### config.mk
export PLATFORM = sky130hd
export DESIGN_NAME = nanorv32_test_monitor
export DESIGN_NICKNAME = d
export VERILOG_FILES = /design/src/rtl/nanorv32_test_monitor.sv
export SDC_FILE = /design/constraint.sdc
export NUM_CORES = 1
export LEC_CHECK = 0
export ABC_CLOCK_PERIOD_IN_PS = 4500
export CAP_MARGIN = 10
export CORE_ASPECT_RATIO = 0.75
export CORE_MARGIN = 2
export CORE_UTILIZATION = 52
export CTS_CLUSTER_SIZE = 24
export DETAILED_ROUTE_END_ITERATION = 10
export PLACE_DENSITY = 0.8
export SLEW_MARGIN = 15
export SYNTH_ARGS = -nofsm -noshare
export SYNTH_HDL_FRONTEND = slang
export SYNTH_SLANG_ARGS = --single-unit
### constraint.sdc
create_clock -name clk -period 4.5 [get_ports clk]
set_input_delay 0.9 -clock clk [delete_from_list [all_inputs] [get_ports clk]]
set_output_delay 0.9 -clock clk [all_outputs]
set_load 0.02 [all_outputs]
### src/rtl/nanorv32_test_monitor.sv
// End-of-test monitor for nanorv32: watches executed PC, a0 and the illegal flag,
// and latches a sticky pass/fail verdict with a fail code and the RUN cycle count.
module nanorv32_test_monitor #(
    parameter int unsigned           DATA_W         = 32,
    parameter logic [DATA_W-1:0]     END_PC         = 32'h0000_0100,
    parameter logic [DATA_W-1:0]     PASS_VAL       = 32'hCAFF_E000,
    parameter logic [DATA_W-1:0]     FAIL_VAL       = 32'hDEAD_0000,
    parameter longint unsigned       TIMEOUT_CYCLES = 1000000,
    parameter longint unsigned       STALL_CYCLES   = 1024,
    parameter int unsigned           CNT_W          = 32
) (
    input  logic              clk,
    input  logic              rst_n,
    input  logic              en,
    input  logic              pc_valid,
    input  logic [DATA_W-1:0] pc,
    input  logic [DATA_W-1:0] a0,
    input  logic              pc_x,
    input  logic              illegal_instruction,
    output logic              done,
    output logic              pass,
    output logic [2:0]        fail_code,
    output logic              done_pulse,
    output logic [CNT_W-1:0]  cycles
);

    localparam longint unsigned CNT_MAX = (CNT_W >= 64) ? 64'hFFFF_FFFF_FFFF_FFFF
                                                        : ((64'd1 << CNT_W) - 64'd1);
    localparam bit             TO_EN      = (TIMEOUT_CYCLES != 0);
    localparam bit             STALL_EN   = (STALL_CYCLES != 0);
    localparam logic [CNT_W-1:0] TO_LAST    = CNT_W'(TIMEOUT_CYCLES - 64'd1);
    localparam logic [CNT_W-1:0] STALL_LAST = CNT_W'(STALL_CYCLES - 64'd1);

    localparam logic [2:0] CODE_NONE    = 3'd0;
    localparam logic [2:0] CODE_FAILVAL = 3'd1;
    localparam logic [2:0] CODE_UNKNOWN = 3'd2;
    localparam logic [2:0] CODE_ILLEGAL = 3'd3;
    localparam logic [2:0] CODE_PCX     = 3'd4;
    localparam logic [2:0] CODE_TIMEOUT = 3'd5;
    localparam logic [2:0] CODE_STALL   = 3'd6;

    if (TIMEOUT_CYCLES > CNT_MAX || STALL_CYCLES > CNT_MAX) begin : g_cnt_w_check
        $error("TIMEOUT_CYCLES/STALL_CYCLES do not fit in CNT_W bits");
    end

    typedef enum logic [1:0] {S_IDLE, S_RUN, S_DONE} state_t;

    state_t            state_q, state_d;
    logic [CNT_W-1:0]  cycles_q, cycles_d;
    logic [CNT_W-1:0]  stall_cnt_q, stall_cnt_d;
    logic [DATA_W-1:0] last_pc_q, last_pc_d;
    logic              last_pc_vld_q, last_pc_vld_d;
    logic              done_q, done_d;
    logic              pass_q, pass_d;
    logic [2:0]        code_q, code_d;
    logic              pulse_q, pulse_d;

    logic              same_pc;
    logic              ev;
    logic              ev_pass;
    logic [2:0]        ev_code;

    function automatic logic [CNT_W-1:0] sat_inc(input logic [CNT_W-1:0] v);
        return (v == '1) ? v : v + CNT_W'(1);
    endfunction

    // Event detection in priority order; only meaningful while in RUN.
    always_comb begin
        same_pc = pc_valid && last_pc_vld_q && (pc == last_pc_q);
        ev      = 1'b0;
        ev_pass = 1'b0;
        ev_code = CODE_NONE;
        if (illegal_instruction) begin
            ev      = 1'b1;
            ev_code = CODE_ILLEGAL;
        end else if (pc_valid && pc_x) begin
            ev      = 1'b1;
            ev_code = CODE_PCX;
        end else if (pc_valid && (pc == END_PC)) begin
            ev = 1'b1;
            if (a0 == PASS_VAL)      ev_pass = 1'b1;
            else if (a0 == FAIL_VAL) ev_code = CODE_FAILVAL;
            else                     ev_code = CODE_UNKNOWN;
        end else if (STALL_EN && same_pc && (stall_cnt_q == STALL_LAST)) begin
            ev      = 1'b1;
            ev_code = CODE_STALL;
        end else if (TO_EN && (cycles_q == TO_LAST)) begin
            ev      = 1'b1;
            ev_code = CODE_TIMEOUT;
        end
    end

    always_comb begin
        state_d       = state_q;
        cycles_d      = cycles_q;
        stall_cnt_d   = stall_cnt_q;
        last_pc_d     = last_pc_q;
        last_pc_vld_d = last_pc_vld_q;
        done_d        = done_q;
        pass_d        = pass_q;
        code_d        = code_q;
        pulse_d       = 1'b0;
        unique case (state_q)
            S_IDLE: begin
                cycles_d      = '0;
                stall_cnt_d   = '0;
                last_pc_vld_d = 1'b0;
                if (en) state_d = S_RUN;
            end
            S_RUN: begin
                if (!en) begin
                    state_d       = S_IDLE;
                    cycles_d      = '0;
                    stall_cnt_d   = '0;
                    last_pc_vld_d = 1'b0;
                end else if (ev) begin
                    // cycles is left at the event-cycle value from here on
                    state_d = S_DONE;
                    done_d  = 1'b1;
                    pass_d  = ev_pass;
                    code_d  = ev_code;
                    pulse_d = 1'b1;
                end else begin
                    cycles_d = sat_inc(cycles_q);
                    if (pc_valid) begin
                        if (same_pc) begin
                            stall_cnt_d = sat_inc(stall_cnt_q);
                        end else begin
                            stall_cnt_d   = '0;
                            last_pc_d     = pc;
                            last_pc_vld_d = 1'b1;
                        end
                    end
                end
            end
            S_DONE: ;
            default: state_d = S_IDLE;
        endcase
    end

    always_ff @(posedge clk) begin
        if (!rst_n) begin
            state_q       <= S_IDLE;
            cycles_q      <= '0;
            stall_cnt_q   <= '0;
            last_pc_vld_q <= 1'b0;
            done_q        <= 1'b0;
            pass_q        <= 1'b0;
            code_q        <= CODE_NONE;
            pulse_q       <= 1'b0;
        end else begin
            state_q       <= state_d;
            cycles_q      <= cycles_d;
            stall_cnt_q   <= stall_cnt_d;
            last_pc_vld_q <= last_pc_vld_d;
            done_q        <= done_d;
            pass_q        <= pass_d;
            code_q        <= code_d;
            pulse_q       <= pulse_d;
        end
    end

    // Last-pc data needs no reset: it is qualified by last_pc_vld_q.
    always_ff @(posedge clk) begin
        last_pc_q <= last_pc_d;
    end

    assign done       = done_q;
    assign pass       = pass_q;
    assign fail_code  = code_q;
    assign done_pulse = pulse_q;
    assign cycles     = cycles_q;

endmodule

==> results of run 1 <==
[power by group]
part	internal [mW]	switching, mW
clock	0.446	0.380
combinational	0.0756	0.0690
sequential	0.978	0.00334
[area by class of cell]
| class | instances | area, sq um |
|---|---|---|
| tap | 136 | 170 |
| multi-input combinational | 476 | 2830 |
| fill | 809 | 3290 |
| inverter | 12 | 45.0 |
| sequential | 105 | 2420 |
| clock buffer | 9 | 225 |
| clock inverter | 7 | 86.3 |
| timing repair buffer | 116 | 1140 |
[sequential cells by signal, indices dropped and copies added, names as in the netlist]
signal	count
cycles	32
done	1
done_pulse	1
fail_code	3
last_pc_q	32
last_pc_vld_q	1
pass	1
stall_cnt_q	32
state_q	2
[worst max-delay path, delay by kind of cell]
kind | cells | cell delay [ns]
AOI/OAI and AO/OA | 4 | 1.42
buffers and inverters | 1 | 0.49
xor gates and xnor gates | 1 | 0.19
and+or+nand+nor | 3 | 1.17
[cells by family (layout without fill, tap and decap cells)]
| logic type | Yosys count | count (layout) |
|---|---|---|
| buffers and inverters | 34 | 144 |
| flip-flops | 105 | 105 |
| XOR/XNOR | 30 | 30 |
| adder cells (fa/ha/maj) | 2 | 2 |
| multiplexers | 3 | 3 |
| AND/OR/NAND/NOR | 277 | 277 |
| AO/OA/AOI/OAI | 164 | 164 |
[through the flow]
| stage | setup WS, ns | cell area (sq um) | hold WS (ns) |
|---|---|---|---|
| 6_report | 0.587 | 6920 | 0.480 |
| 5_1_grt | 0.364 | 6920 | 0.506 |
| 4_1_cts | 0.559 | 6920 | 0.481 |
| 3_5_place_dp | 0.191 | 6610 | 0.469 |
| 3_3_place_gp | 0.368 | 6610 | 0.455 |
| 2_1_floorplan | 0.701 | 5420 | 0.447 |
[worst max path at each step]
| stage | start | endpoint | depth (start not counted) |
|---|---|---|---|
| global route | pc[17] | stall_cnt_q[17] | 9 |
| finish | pc[17] | stall_cnt_q[17] | 9 |
| global placement | pc[17] | stall_cnt_q[11] | 9 |
| CTS | pc[17] | stall_cnt_q[17] | 9 |
| floorplan | pc[31] | last_pc_q[0] | 9 |
| detailed placement | pc[17] | stall_cnt_q[17] | 9 |
[layer usage]
| layer | global-route usage, % | up-vias | share of wire [%] |
|---|---|---|---|
| met4 | 7.76 | 0 | 1.3 |
| met3 | 7.20 | 25 | 8.7 |
| li1 | - | 2572 | - |
| met1 | 38.6 | 2564 | 44 |
| met5 | 0 | - | 0 |
| met2 | 42.6 | 282 | 46 |
[synthesized netlist by cell type, drive strengths merged, types with 10 or more instances]
| cell | n | area [sq um] |
|---|---|---|
| nor2 | 48 | 190 |
| clkbuf | 12 | 46.3 |
| o21ai | 25 | 125 |
| nand2 | 79 | 297 |
| nand3 | 31 | 155 |
| dfxtp | 73 | 1460 |
| inv | 10 | 37.5 |
| nand4 | 25 | 156 |
| xor2 | 27 | 236 |
| a31oi | 44 | 275 |
| nor4 | 29 | 181 |
| and3 | 13 | 81.3 |
| a21oi | 41 | 209 |
| edfxtp | 32 | 961 |
| a41oi | 12 | 105 |
| buf | 10 | 75.1 |
| nor3 | 14 | 70.1 |
==> results by group, run 1 <==
Timing
  • Max frequency: approximately 0.26 GHz
  • RSZ-0062 raised after global routing: no
  • Setup tns final: 0 ns
  • Slew Viols, Final: 0
  • Rel. slew slack: a little over a third
  • Final setup viols: 0
  • Skew final: between 0.009 and 0.01 ns
  • Final min period: 3.91 ns
  • Worst-Margin Slew: approximately 0.97 ns
  • Final period util: between 80% and 90%
  • Fin. Hold Viols: 0

Run status
  • Status: complete, no violations

Die
  • Total Die Area: between 0.01 and 0.015 sq mm
  • FP Rows: 32
  • Initial Utilization: 53.1%
  • I/O Pins: 108
  • Core ar.: 0.0102 sq mm
  • Die X-Extent: around 120 um
  • Die extent in y: 92.4 um

Logic synthesis
  • Mapped Area: between 0.005 and 0.006 sq mm
  • Largest family of logic cells by synthesized area: simple AND/OR/NAND/NOR gates
  • XOR/XNOR share of the synthesized area: under 10%
  • Mapped Cells: slightly above 600
  • Seq cells post-synth: ~110
  • Synth Area in Adders: 0.462%
  • Synth async-reset ratio: 0%
  • Synth warn: 0
  • Mean Syn Cell Area: just under 9 sq um
  • Synth Area in Compound Gates: between 20% and 30%
  • Post-synthesis sequential area ratio: between 40% and 50%
  • Main flop type after synthesis: dfxtp_1
  • Unique masters post-synth: 60
  • Simple-Gate Fraction of Synth Area: between 20% and 30%
  • EDFF count, synth: 32
  • Net Count, Synth: slightly below 700
  • Mux share of post-synthesis cell area: 0.578%

Worst setup path
  • Crit Path Category: in2reg
  • Worst R2R Path Depth: 9
  • CP Cell Sequence: clkdlybuf4s50_1 > xor2_1 > nor4_1 > nand3_1 > or4_1 > o21bai_4 > o31ai_4 > a31o_1 > a31oi_1
  • FF-to-FF setup slack: 1.17 ns
  • CP max stage delay: between 0.6 and 0.7 ns
  • Critical path endpoint category: flop
  • Worst path required time: ~4.8 ns
  • Crit path DAT: 4.18 ns
  • CP max stage cell: or4_1
  • Worst Setup Start Kind: input pin
  • Worst R2R End: cycles[10]
  • CP max FO: 25
  • Worst r2r src: cycles[0]

Layout
  • Post-layout util: 67.8%
  • Final cell count without fillers: 861
  • Most frequent cells in the layout: clkdlybuf4s50_1, nand2_1, dfxtp_1, nor2_1, a31oi_1
  • Leading cell type in the layout, fill and taps excluded: clkdlybuf4s50_1
  • Layout cell share with drive strength beyond 1: between 5 and 6%
  • Layout Nets: approximately 790
  • Antenna cells: 0
  • Area Overhead vs Synth: 27.7%

Global route
  • First-pass GRT wire length: 24.9 mm
  • Gr usage total: 27.7%
  • Remaining global-route overflow: 0
  • Largest net degree at the start of global routing: 33
  • Initial antenna violation count: 0
  • Vias in the first global route: between 5000 and 6000

Route
  • Via count: between 5000 and 6000
  • Initial DRC Count: about 750
  • Drt total wl: approximately 15 mm
  • DRT Pass-1 Iters: 6
  • Vias per inst: roughly 6.3
  • Remaining DRCs: 0
  • Wire per inst: 17.7 um
  • Post-DRT Antenna Nets: 0

Clock network
  • PostCTS Resize Cnt: 0
  • Setup Buffers After CTS: 0
  • CTS buffer count: 9
  • Clk_lat worst skew: around 0.35 ns
  • Reg clk slew, reported paths: approximately 0.070 ns
  • CTS tree: built
  • H-tree depth: 3
  • Hold-fix buffer count after cts: 0
  • Clock Tree Buf Depth: 2
  • Sink Count: approximately 110
  • Clk root buf: clkbuf_16

Power
  • Leak: 2.28 nW
  • Pwr Density: 282 mW/mm^2
  • Peak supply drop: ~0.00019 V
  • Total Power: a little under 2 mW

Placed design
  • Placed cell count: 845
  • Routability cong.: roughly 0.85
  • Final HPWL DP: around 11 mm
  • PortBufs: around 110

Hold path
  • Worst hold path type: reg2reg
  • Hold path startpoint: done
  • Hold path depth: 2
  • Sink of the worst hold path: done

Job
  • Max cap viols: 0
Power figures use the tool's default switching activity.
==> inputs of run 2 (changes only) <==
--- a/config.mk
+++ b/config.mk
@@ -8,7 +8,6 @@
 export ABC_CLOCK_PERIOD_IN_PS = 4500
 export CAP_MARGIN = 10
 export CORE_ASPECT_RATIO = 0.75
-export CORE_MARGIN = 2
 export CORE_UTILIZATION = 52
 export CTS_CLUSTER_SIZE = 24
 export DETAILED_ROUTE_END_ITERATION = 10
==> run 2 against run 1 <==
Effect of this change:
- first-iteration DRC count decreased by 18%
- via count increased by 0.59%
- global-route usage increased by 0.95 points
- core utilization increased by 2.0 points
- register-to-register slack improved by 0.12 ns
- worst hold slack improved by 0.016 ns
- clock skew decreased by 0.00056 ns
- fmax increased by 5.0%
- wire length about the same
- clock power decreased by 10%
- critical path type unchanged
- largest power group unchanged
- highest routed layer unchanged
==> results by group, run 2 (synthesis results as in run 1) <==
Global route
  • Largest net degree at the start of global routing: 33 (unchanged)
  • Initial antenna violation count: 0 (unchanged)
  • First-pass GRT wire length: 24.8 mm (-0.25%)
  • Remaining global-route overflow: 0 (unchanged)
  • Gr usage total: 28.7% (+0.95 points)
  • Vias in the first global route: 5097 (-0.20%)

Route
  • Remaining DRCs: 0 (unchanged)
  • Drt total wl: 15.2 mm (about the same)
  • DRT Pass-1 Iters: 5 (-1)
  • Initial DRC Count: 611 (-18%)
  • Via count: 5475 (+0.59%)
  • Post-DRT Antenna Nets: 0 (unchanged)
  • Vias per inst: 6.37 (+0.82%)
  • Wire per inst: 17.7 um (+0.21%)

Timing
  • RSZ-0062 raised after global routing: no
  • Setup ws final: 0.774 ns (+0.187 ns)
  • Final min period: 3.73 ns (-0.187 ns)
  • Max frequency: 0.268 GHz (+5.0%)
  • Skew final: 0.00915 ns (-0.000556 ns)
  • Fin. Hold Viols: 0 (unchanged)
  • Worst-Margin Slew: 0.964 ns (-0.0103 ns)
  • Rel. slew slack: 35.7% (+0.69 points)
  • Final period util: 82.8% (-4.1 points)
  • Final setup viols: 0 (unchanged)
  • Worst hold slack: 0.497 ns (+0.0164 ns)
  • Setup tns final: 0 ns (unchanged)
  • Slew Viols, Final: 0 (unchanged)

Clock network
  • Setup Buffers After CTS: 0 (unchanged)
  • H-tree depth: 3 (unchanged)
  • Clock Tree Buf Depth: 2 (unchanged)
  • Clk root buf: clkbuf_16
  • Sink Count: 105 (unchanged)
  • CTS tree: built
  • Reg clk slew, reported paths: 0.07 ns (about the same)
  • PostCTS Resize Cnt: 0 (unchanged)
  • Clk_lat worst skew: 0.36 ns (about the same)
  • Hold-fix buffer count after cts: 0 (unchanged)
  • CTS buffer count: 9 (unchanged)

Worst setup path
  • Crit path to: stall_cnt_q[5]
  • Crit path depth: 9 (unchanged)
  • Worst r2r src: cycles[0]
  • Worst R2R End: cycles[10]
  • CP max FO: 25 (unchanged)
  • CP max stage delay: 0.57 ns (-0.07 ns)
  • FF-to-FF setup slack: 1.29 ns (+0.12 ns)
  • Worst setup path start: pc[4]
  • Worst R2R Path Depth: 10 (+1)
  • Crit path DAT: 4.00 ns (-0.18 ns)
  • CP Cell Sequence: clkdlybuf4s50_1 > xor2_1 > nor4_1 > nand3_1 > or4_1 > o21bai_4 > o31ai_4 > a31o_1 > a31oi_1
  • Buf/Inv on CP: 1 (unchanged)
  • Critical path endpoint category: flop
  • Crit Path Category: in2reg
  • Worst path required time: 4.77 ns (about the same)
  • CP top delay family: compound AO/OA/AOI/OAI gates
  • CP max stage cell: a31o_1
  • Worst Setup Start Kind: input pin

Placed design
  • Routability cong.: 0.855 (+0.20%)
  • Placed Area: 0.00663 sq mm (+0.34%)
  • Placed cell count: 843 (-0.24%)
  • Final HPWL DP: 11.1 mm (+0.66%)
  • PortBufs: 107 (unchanged)
  • Dpl ws: 0.428 ns (+0.237 ns)

Layout
  • Area of the multi-input gates: 0.00283 sq mm (unchanged)
  • Final cell count without fillers: 859 (-0.23%)
  • Most frequent cells in the layout: clkdlybuf4s50_1, nand2_1, dfxtp_1, nor2_1, a31oi_1
  • # fillers: 793 (-2.0%)
  • Reg area: 0.00242 sq mm (unchanged)
  • Design area: 0.00690 sq mm (-0.25%)
  • Antenna cells: 0 (unchanged)
  • Layout cell share with drive strength beyond 1: 5.64% (-0.016 points)
  • Layout Nets: 794 (+0.25%)
  • Leading cell type in the layout, fill and taps excluded: clkdlybuf4s50_1
  • Area Overhead vs Synth: 27.4%

Die
  • I/O Pins: 108 (unchanged)
  • Total Die Area: 0.0108 sq mm (-3.8%)
  • Core ar.: 0.00989 sq mm (-3.1%)
  • Die extent in y: 90.4 um (-2.2%)
  • Initial Utilization: 54.8% (+1.7 points)
  • FP Rows: 31 (-3.1%)
  • Die X-Extent: 120 um (-1.6%)

Power
  • Peak supply drop: 0.000194 V (+4.2%)
  • Pwr Density: 271 mW/mm^2 (-4.1%)
  • Leak: 2.26 nW (-0.73%)

Hold path
  • Worst hold path type: reg2reg

Job
  • Max cap viols: 0 (unchanged)

Run status
  • Status: complete, no violations
## run 2: cell count changes in the layout (fill, tap and decap cells not counted), sizes merged
cell	before	now
clkinvlp	0	2
bufinv	1	0
buf	9	11
clkinv	4	3
inv	14	12
clkbuf	9	11
## run 2: worst register-to-register path: stages, from the launching register on
cell	delay (ns)
dfxtp_1	0.41
ha_1	0.26
nand3_1	0.11
nor3_1	0.41
nand2_1	0.33
nor4_1	0.35
buf_4	0.17
nand2b_1	0.21
or3_1	0.49
o31ai_1	0.14
a31o_2	0.23
## run 2: layout make-up
| cell class | count | area share (%) |
|---|---|---|
| clock buffer | 11 | 3.37 |
| clock inverter | 5 | 0.562 |
| inverter | 12 | 0.653 |
| multi-input combinational | 476 | 41.0 |
| sequential | 105 | 35.1 |
| tap | 132 | 2.39 |
| timing repair buffer | 118 | 16.9 |
## run 2: stage by stage
stage	power [mW]	utilization, %
global route	1.92	69.8
detailed placement	1.15	67.0
finish	1.87	69.8
CTS	1.87	69.8
global placement	1.14	67.0
floorplan	1.05	-
## run 2: how the worst min path moves through the flow
stage,from,end,slack [ns],cells past startpoint
finish,stall_cnt_q[7],stall_cnt_q[7],0.50,1
global route,cycles[19],cycles[19],0.53,1
CTS,stall_cnt_q[15],stall_cnt_q[15],0.50,1
detailed placement,stall_cnt_q[15],stall_cnt_q[15],0.49,1
global placement,stall_cnt_q[7],stall_cnt_q[7],0.46,1
floorplan,stall_cnt_q[7],stall_cnt_q[7],0.45,1
## run 2: layer usage
layer | share of wire [%] | track usage, %
met5 | 0 | 0
met4 | 1.7 | 9.90
met3 | 8.5 | 5.62
met2 | 45 | 44.4
met1 | 44 | 39.7
## run 2: power breakdown
| group | total, mW | switching, mW | leakage [nW] | internal (mW) |
|---|---|---|---|---|
| sequential | 0.982 | 0.00363 | 0.877 | 0.979 |
| combinational | 0.145 | 0.0690 | 1.26 | 0.0759 |
| clock | 0.741 | 0.361 | 0.127 | 0.380 |
| total | 1.87 | 0.434 | 2.26 | 1.43 |
